**config.mk**
```make
export PLATFORM = sky130hd
export DESIGN_NAME = param_traffic_controller
export DESIGN_NICKNAME = d
export VERILOG_FILES = /design/src/rtl/traffic_pkg.sv /design/src/rtl/phase_timer.sv /design/src/rtl/param_traffic_controller.sv
export SDC_FILE = /design/constraint.sdc
export NUM_CORES = 1
export LEC_CHECK = 0
export BUFFER_PORTS_ARGS = -buffer_cell sky130_fd_sc_hd__clkbuf_2
export CAP_MARGIN = 20
export CORE_UTILIZATION = 40
export CTS_BUF_LIST = sky130_fd_sc_hd__clkbuf_4
export DETAILED_ROUTE_END_ITERATION = 8
export PLACE_DENSITY = 0.72
export REMOVE_ABC_BUFFERS = 1
export SETUP_SLACK_MARGIN = 0.02
export SLEW_MARGIN = 20
export SYNTH_ARGS = -nofsm -noshare
export SYNTH_HDL_FRONTEND = slang
export SYNTH_SLANG_ARGS = --single-unit
```
**constraint.sdc**
```tcl
create_clock -name clk -period 5.08 [get_ports clk]
set_clock_uncertainty 0.05 [all_clocks]
set_input_delay 1.27 -clock clk [delete_from_list [all_inputs] [get_ports clk]]
set_output_delay 1.27 -clock clk [all_outputs]
set_load 0.01 [all_outputs]
```
**src/rtl/traffic_pkg.sv**
```systemverilog
// traffic_pkg: shared state encoding and one-hot light constants for the traffic controller
package traffic_pkg;
    typedef enum logic [2:0] {
        HW_G  = 3'd0,
        HW_Y  = 3'd1,
        AR1   = 3'd2,
        LR_G  = 3'd3,
        LR_Y  = 3'd4,
        AR2   = 3'd5,
        EMERG = 3'd6
    } state_t;
    localparam logic [2:0] GREEN  = 3'b100;
    localparam logic [2:0] YELLOW = 3'b010;
    localparam logic [2:0] RED    = 3'b001;
endpackage

```
**src/rtl/phase_timer.sv**
```systemverilog
// phase_timer: per-phase dwell counter; restarts on clear, saturates at dwell-1 while held
module phase_timer #(
    parameter int unsigned CNT_W = 8
) (
    input  logic             clk,
    input  logic             rst_n,
    input  logic             clear,
    input  logic [CNT_W-1:0] dwell,
    output logic             done
);
    logic [CNT_W-1:0] cnt;
    logic [CNT_W-1:0] last;

    assign last = dwell - CNT_W'(1);
    assign done = cnt == last;

    always_ff @(posedge clk) begin
        if (!rst_n || clear)
            cnt <= '0;
        else if (!done)
            cnt <= cnt + CNT_W'(1);
    end
endmodule

```
**src/rtl/param_traffic_controller.sv**
```systemverilog
// param_traffic_controller: highway/local-road light FSM with pedestrian latch and emergency preemption
module param_traffic_controller
    import traffic_pkg::*;
#(
    parameter int unsigned HW_GREEN = 70,
    parameter int unsigned LR_GREEN = 70,
    parameter int unsigned YELLOW   = 25,
    parameter int unsigned ALL_RED  = 1,
    parameter int unsigned CNT_W    = 8
) (
    input  logic       clk,
    input  logic       rst_n,
    input  logic       lr_has_car,
    input  logic       ped_req,
    input  logic       emergency,
    output logic [2:0] hw_light,
    output logic [2:0] lr_light,
    output logic       ped_walk,
    output logic [2:0] phase
);
    state_t           state, state_d;
    logic             ped_pending, served, done, to_lr;
    logic [CNT_W-1:0] dwell;

    assign to_lr = (state == AR1) && (state_d == LR_G);

    always_ff @(posedge clk) begin
        if (!rst_n) begin
            state       <= HW_G;
            ped_pending <= 1'b0;
            served      <= 1'b0;
        end else begin
            state <= state_d;
            if (ped_req)
                ped_pending <= 1'b1;
            else if (to_lr)
                ped_pending <= 1'b0;
            if (to_lr)
                served <= ped_pending | ped_req;
        end
    end

    always_comb begin
        dwell = CNT_W'(1);
        case (state)
            HW_G:       dwell = CNT_W'(HW_GREEN);
            LR_G:       dwell = CNT_W'(LR_GREEN);
            HW_Y, LR_Y: dwell = CNT_W'(YELLOW);
            AR1, AR2:   dwell = CNT_W'(ALL_RED);
            default:    dwell = CNT_W'(1);
        endcase
    end

    always_comb begin
        state_d = state;
        if (emergency)
            state_d = EMERG;
        else
            case (state)
                HW_G:    state_d = (done && (lr_has_car || ped_pending)) ? HW_Y : HW_G;
                HW_Y:    state_d = done ? AR1 : HW_Y;
                AR1:     state_d = done ? LR_G : AR1;
                LR_G:    state_d = done ? LR_Y : LR_G;
                LR_Y:    state_d = done ? AR2 : LR_Y;
                AR2:     state_d = done ? HW_G : AR2;
                EMERG:   state_d = AR2;
                default: state_d = HW_G;
            endcase
    end

    // EMERG has no dwell of its own, so keep its counter parked at zero
    phase_timer #(.CNT_W(CNT_W)) u_timer (
        .clk   (clk),
        .rst_n (rst_n),
        .clear ((state_d != state) || (state == EMERG)),
        .dwell (dwell),
        .done  (done)
    );

    always_comb begin
        hw_light = state == HW_G ? traffic_pkg::GREEN :
                   state == HW_Y ? traffic_pkg::YELLOW : traffic_pkg::RED;
        lr_light = state == LR_G ? traffic_pkg::GREEN :
                   state == LR_Y ? traffic_pkg::YELLOW : traffic_pkg::RED;
        ped_walk = (state == LR_G) && served;
        phase    = state;
    end
endmodule
```
Yosys cells after proc, flatten, opt, wreduce, memory -nomap -nowiden
Index checks and enable logic that the tools add are counted.
Cells by class
  add/sub/neg operators: 2
  multiply operators: 0
  divide/modulo/power cells: 0
  $lt $le $gt $ge: 0
  equal/unequal tests: 9
  shift-type cells: 0
  multiplexer cells: 15
  bitwise gates (word level): 1
  reduce and logical (&&, ||, !) cells: 11
Operator list (number)
  $pmux W3 S7: 1
  $mux W3: 5
  $pmux W7 S2: 1
  $eq A3 B2 Y1 const B: 3
  $eq A3 B3 Y1 const B: 3
  $add A8 B1 Y8 const B: 1
  $eq A8 B8 Y1: 1
  $sub A7 B1 Y8 const B: 1
  $mux W2: 3
  $mux W1: 5
  $reduce_or A2 Y1: 2
  $eq A3 B1 Y1 const B: 1
  $logic_and A1 B1 Y1: 3
  $logic_not A3 Y1: 1
  $logic_or A1 B1 Y1: 3
  $ne A3 B3 Y1: 1
  $reduce_bool A2 Y1: 1
  $logic_not A1 Y1: 1
  $or A1 B1 Y1: 1
Storage, ports and cells
  register bits: 13
  latch bits: 0
  bits in writable memories: 0
  memory bits (read-only): 0
  input bits: 5
  logic and storage cells: 42
  memories kept: 0

Logic depth before layout (Yosys ltp)
  depth after elaboration: 13
  mapped depth: 9
  depth with buffers taken out: 8

Hierarchy
A second synthesis with hierarchy kept.
Unflattened totals
  cell total of the unflattened synthesis: 131
  area total of the unflattened synthesis: 1078.5 µm²
Modules (own cells, without submodules)
  phase_timer: instances 1, cells each 79, area an instance 684.4 µm², seq. area each 160.2 µm²
  param_traffic_controller: instances 1, cells each 52, area an instance 394.1 µm², seq. area each 100.1 µm²

Worst setup path before layout
No wires, ideal clock.
  kind: flip-flop to flip-flop
  start point: register state[0], in the netlist phase[0]
  end point: register state[1], in the netlist phase[1]
  arrival: 2.964 ns
  required time: 4.968 ns
  setup slack: 2.004 ns
  stages on the path, launching flop included: 10
  buffers on the path: 1
  path through: dfxtp_1 > xor2_1 > or2_2 > ha_1 > xor2_1 > or4_4 > or4b_1 > buf_2 > or4_1 > nand3_1
Between the ends
  cells in the longest elaborated chain, start to end: 8
  elaborated cells between the ends (all ways): 16
  classes of those cells: add/sub (1); eq/ne (7); mux (5); reduce/logical (3)
Ends and longest elaborated chain
  start: declaration: RTL line param_traffic_controller.sv:21  | state_t state, state_d;
  start signal: assignment: RTL line param_traffic_controller.sv:33  | state <= state_d;
  $eq A3 B1 Y1 (tied with other cells): RTL line param_traffic_controller.sv:45, param_traffic_controller.sv:59
  $reduce_or A2 Y1, on equally long branches
  $pmux W7 S2: RTL line param_traffic_controller.sv:45  | case (state)
  $sub A7 B1 Y8: RTL line phase_timer.sv:14  | assign last = dwell - CNT_W'(1);
  $eq A8 B8 Y1: RTL line phase_timer.sv:15  | assign done = cnt == last;
  $mux W3 / $mux W2 (equally long branches): RTL line param_traffic_controller.sv:63, param_traffic_controller.sv:61
  $pmux W3 S7 (*): RTL line param_traffic_controller.sv:59  | case (state)
  $mux W3 (*): RTL line param_traffic_controller.sv:56  | if (emergency)
Every way passes the cells marked *; elsewhere a longest branch is shown, timed or not.
A chain may end at the register's enable or synchronous reset.

Worst setup path after layout
  start point: register state[0], in the netlist phase[0]
  end point: register u_timer.cnt[0]
Between the ends
  cells in the longest elaborated chain, start to end: 12
  elaborated cells between the ends (all ways): 24
  classes of those cells: add/sub (1); eq/ne (8); mux (9); reduce/logical (6)
Ends and longest elaborated chain
  $eq A3 B1 Y1 (tied with other cells): RTL line param_traffic_controller.sv:45, param_traffic_controller.sv:59
  $reduce_or A2 Y1, on equally long branches
  $pmux W7 S2: RTL line param_traffic_controller.sv:45
  $sub A7 B1 Y8: RTL line phase_timer.sv:14
  $eq A8 B8 Y1: RTL line phase_timer.sv:15
  $logic_and A1 B1 Y1: RTL line param_traffic_controller.sv:60  | HW_G: state_d = (done && (lr_has_car || ped_pending)) ? HW_Y : HW_G;
  $mux W1: RTL line param_traffic_controller.sv:60
  $pmux W3 S7: RTL line param_traffic_controller.sv:59
  $mux W3: RTL line param_traffic_controller.sv:56
  $ne A3 B3 Y1: RTL line param_traffic_controller.sv:75  | .clear ((state_d != state) || (state == EMERG)),
  $logic_or A1 B1 Y1: RTL line param_traffic_controller.sv:75
  $logic_or A1 B1 Y1: RTL line phase_timer.sv:18  | if (!rst_n || clear)
  end signal: assignment: RTL line phase_timer.sv:21  | cnt <= cnt + CNT_W'(1);
  end: declaration: RTL line phase_timer.sv:11  | logic [CNT_W-1:0] cnt;
Several ways; a longest one is shown, not always the timed one.

==> qor.log <==
[run_status] result of the run completed
[worst_setup_path] critical path type flop to flop
[floorplan] area of the core 2191 sq um
[timing] ratio of final minimum period to clock period 0.7069
[worst_setup_path] Worst Setup SP phase[0]$_SDFF_PN0_
[floorplan] die span in x 50.02 microns
[floorplan] Die Footprint 2502 sq um
[global_routing] all-layer global routing usage 0.1911
[global_routing] largest net degree at the start of global routing 17
[pwr] fraction of power spent switching nets 0.3601
[worst_setup_path] crit end category flop
[clock_tree] CTS Hold Buffers Added 0
[yosys] Post-Synthesis Cell Area 922.1 sq um
[final_layout] number of filler instances in the final layout 226
[pwr] proportion of power drawn by the clock network 0.257
[final_layout] number of nets at the end of the flow 136
[yosys] number of standard cells after synthesis 117
[floorplan] # rows 17
[worst_setup_path] slack of the worst reg-to-reg path 1.49 ns
[timing] number of hold violations in the final report 0
[clock_tree] post-cts gate resize count 0
[pwr] Leakage 0.0003944 uW
[worst_setup_path] worst setup path endpoint u_timer.cnt[0]$_SDFFE_PP0P_
[clock_tree] maximum clock path buffer count 2
[worst_setup_path] crit path max-delay cell type sky130_fd_sc_hd__or4b_1
[global_routing] first-pass GRT wire length 3643 microns
[timing] RSZ-0062 raised after global routing no
[final_layout] commonest cells after routing, fill and taps aside sky130_fd_sc_hd__clkbuf_2 (14), sky130_fd_sc_hd__dfxtp_1 (13), sky130_fd_sc_hd__nand2_1 (11)
[yosys] fraction of registers with async set/reset 0
[final_layout] area of combinational cells with multiple inputs 611.8 sq um
[hold_path] hold crit path type flop to flop
[pwr] Gate power share 0.316
[yosys] simple-gate area share of the yosys netlist 0.2944
[worst_setup_path] origin of the critical flop-to-flop path phase[0]$_SDFF_PN0_
[detailed_routing] total routed wirelength 2173 microns
[detailed_routing] number of antenna-violating nets in the routed design 0
[place] number of buffer cells added on primary ports 14
[final_layout] share of final-layout standard cells stronger than drive strength 1 0.1953
[clock_tree] Clk Tree Root Cell sky130_fd_sc_hd__clkbuf_4
[job] # Max-Cap Violations 0
[yosys] dominant synthesized flop cell sky130_fd_sc_hd__dfxtp_1
[timing] headroom to the max-slew limit 0.4541
[worst_setup_path] largest driver fanout on the critical path 14
[pwr] Net Sw Power 100.1 uW
[yosys] XOR/XNOR share of the synthesized area 0.06649
[global_routing] grt total ovfl 0
[timing] peak clock frequency supported by timing 278.5 MHz
[detailed_routing] routed length per placed instance 13.93 microns
[pwr] internal power 177.9 uW
[global_routing] antenna violations before repair 0
[detailed_routing] remaining design rule violation count 0
[clock_tree] H-tree level count 1
[yosys] area share of fa/ha/maj cells after synthesis 0.02714
[floorplan] die height 50.02 microns
[yosys] distinct cell type count of the synthesized netlist 40
[place] weighted congestion at the end of routability-driven global placement 0.8621
[yosys] sequential element share of the synthesized area 0.2822
[worst_setup_path] cell with the most instances on the worst path sky130_fd_sc_hd__xor2_1
[worst_setup_path] highest cell delay on the worst timing path 0.70 ns
[worst_setup_path] required time of the critical path 5.15 ns
[final_layout] utilization after layout 0.4700
[timing] final slew viol count 0
[final_layout] Ant. Diodes 0
[yosys] Warnings, synthesis 0
[clock_tree] count of clock tree sinks 13
[floorplan] starting density of the core 0.4209
[pwr] total power divided by cell area 270.0 nW/um^2
[timing] final setup violation count 0
[clock_tree] insertion delay of the later-clocked pin in the worst-skew pair 0.28 ns
[worst_setup_path] kind of launch point of the worst setup path flop
[worst_setup_path] Crit path arrival time 3.67 ns
[worst_setup_path] critical path, cell by cell xor2_1, or2_2, ha_1, xor2_1, or4_4, or4b_1, o21ai_1, a2111oi_0
[clock_tree] post-CTS setup buffer count 0
[clock_tree] TritonCTS Buffers 3
[timing] pin slew with the least headroom to its limit 0.8168 ns
[yosys] fraction of synthesized area in multiplexers 0.02171
[yosys] number of synthesized flops with an enable pin 0
[detailed_routing] Starting DRT DRC Count 18
[yosys] flop and latch count out of synthesis 13
[yosys] Compound-Gate Fraction of Synth Area 0.2537
[detailed_routing] via density per instance 5.821
[clock_tree] clock slew at reported path FFs 0.09 ns
[detailed_routing] total vias in the final route 908
[worst_setup_path] endpoint of the worst-slack reg-to-reg timing path u_timer.cnt[0]$_SDFFE_PP0P_
[timing] setup TNS after final layout 0 ns
[detailed_routing] First-pass DRT Iterations 4
[final_layout] commonest non-fill, non-tap cell in the layout sky130_fd_sc_hd__clkbuf_2
[pwr] sequential share of power 0.427
[place] DP HPWL 1589 microns
[final_layout] area growth from synthesis to layout 11.67%
[pwr] maximum vdd drop 0.1712 mV
[yosys] largest family of logic cells by synthesized area simple AND/OR/NAND/NOR gates
[final_layout] sequential standard cell area 260.3 sq um
[worst_setup_path] reg2reg path depth 8
[global_routing] via count of the first global-routing pass 781
[clock_tree] clock tree from TritonCTS yes
[floorplan] boundary pin count 15
[yosys] synthesized area per cell 7.881 sq um
[timing] fin crit period 3.591 ns
flip-flops by register name (all words and copies together), names as in the netlist:
name and flops:
ped_pending 1, u_timer.cnt 8, served 1, phase 3
cell usage after synthesis, types with 2 or more instances:
| master | n | area [sq um] |
|---|---|---|
| sky130_fd_sc_hd__nor3_1 | 4 | 20.02 |
| sky130_fd_sc_hd__o211ai_1 | 2 | 15.01 |
| sky130_fd_sc_hd__nand3_1 | 5 | 25.02 |
| sky130_fd_sc_hd__mux2i_1 | 2 | 20.02 |
| sky130_fd_sc_hd__clkbuf_1 | 5 | 18.77 |
| sky130_fd_sc_hd__inv_1 | 6 | 22.52 |
| sky130_fd_sc_hd__ha_1 | 2 | 25.02 |
| sky130_fd_sc_hd__a311oi_1 | 3 | 26.28 |
| sky130_fd_sc_hd__and3_1 | 3 | 18.77 |
| sky130_fd_sc_hd__a31oi_1 | 3 | 18.77 |
| sky130_fd_sc_hd__a211oi_1 | 5 | 37.54 |
| sky130_fd_sc_hd__nand2_1 | 11 | 41.29 |
| sky130_fd_sc_hd__and2_1 | 3 | 18.77 |
| sky130_fd_sc_hd__or4_1 | 2 | 15.01 |
| sky130_fd_sc_hd__o21ai_0 | 4 | 20.02 |
| sky130_fd_sc_hd__xnor2_1 | 4 | 35.03 |
| sky130_fd_sc_hd__nand2b_1 | 2 | 12.51 |
| sky130_fd_sc_hd__nor2_1 | 8 | 30.03 |
| sky130_fd_sc_hd__dfxtp_1 | 13 | 260.3 |
| sky130_fd_sc_hd__a21boi_0 | 3 | 22.52 |
| sky130_fd_sc_hd__or2_2 | 4 | 25.02 |
| sky130_fd_sc_hd__a221oi_1 | 3 | 26.28 |
| sky130_fd_sc_hd__xor2_1 | 3 | 26.28 |
critical path, delay by kind of cell, from the launching register on:
kind | cells | cell delay, ns
AOI/OAI and AO/OA | 2 | 0.66
DFF | 1 | 0.61
adders and majority gates | 1 | 0.31
xor gates and xnor gates | 2 | 0.36
and+or+nand+nor | 3 | 1.45
logic make-up after synthesis:
group | count (synthesis)
muxes | 2
AOI/OAI and AO/OA | 31
xor gates and xnor gates | 7
adders and majority gates | 2
buffers and inverters | 13
and+or+nand+nor | 49
DFF | 13
metal layers:
layer	global-route usage	part of all wire	vias up
li1	-	-	456
met1	0.2727	0.49	436
met2	0.2844	0.47	12
met3	0.03704	0.026	4
met4	0.05714	0.011	0
met5	0	0	-
worst min-delay path by stage:
| stage | start | to | cells past startpoint |
|---|---|---|---|
| after global placement | served$_SDFFE_PN0P_ | served$_SDFFE_PN0P_ | 2 |
| after floorplan | served$_SDFFE_PN0P_ | served$_SDFFE_PN0P_ | 2 |
| final | served$_SDFFE_PN0P_ | served$_SDFFE_PN0P_ | 2 |
| after detailed placement | served$_SDFFE_PN0P_ | served$_SDFFE_PN0P_ | 2 |
| after CTS | served$_SDFFE_PN0P_ | served$_SDFFE_PN0P_ | 2 |
| after global routing | served$_SDFFE_PN0P_ | served$_SDFFE_PN0P_ | 2 |
cell type report:
type / instances / area share
tap: 28 / 0.03402
clock buffer: 4 / 0.02916
timing repair buffer: 14 / 0.06804
inverter: 6 / 0.02187
multi-input combinational: 91 / 0.5942
sequential: 13 / 0.2527
metrics by stage:
| step | hold WS [ns] | cell area, sq um | total power, uW | std cells | worst slack, ns |
|---|---|---|---|---|---|
| floorplan | 0.3803 | 894.6 | 182.0 | 110 | 1.824 |
| global placement | 0.3968 | 999.7 | 205.1 | 152 | 1.610 |
| detailed placement | 0.4289 | 999.7 | 208.5 | 152 | 1.531 |
| CTS | 0.4414 | 1030 | 280.2 | 156 | 1.495 |
| global route | 0.4610 | 1030 | 295.0 | 156 | 1.274 |
| finish | 0.4339 | 1030 | 278.0 | 156 | 1.489 |
power groups by stage:
stage / Clock [uW] / Combinational [uW] / Sequential [uW]
final: 71.4 / 87.9 / 119
after global routing: 77.1 / 97.8 / 120
after CTS: 73.8 / 87.7 / 119
after detailed placement: 0 / 87.3 / 121
after global placement: 0 / 84.5 / 121
after floorplan: 0 / 63.4 / 119
(Power assumes the default switching activity.)
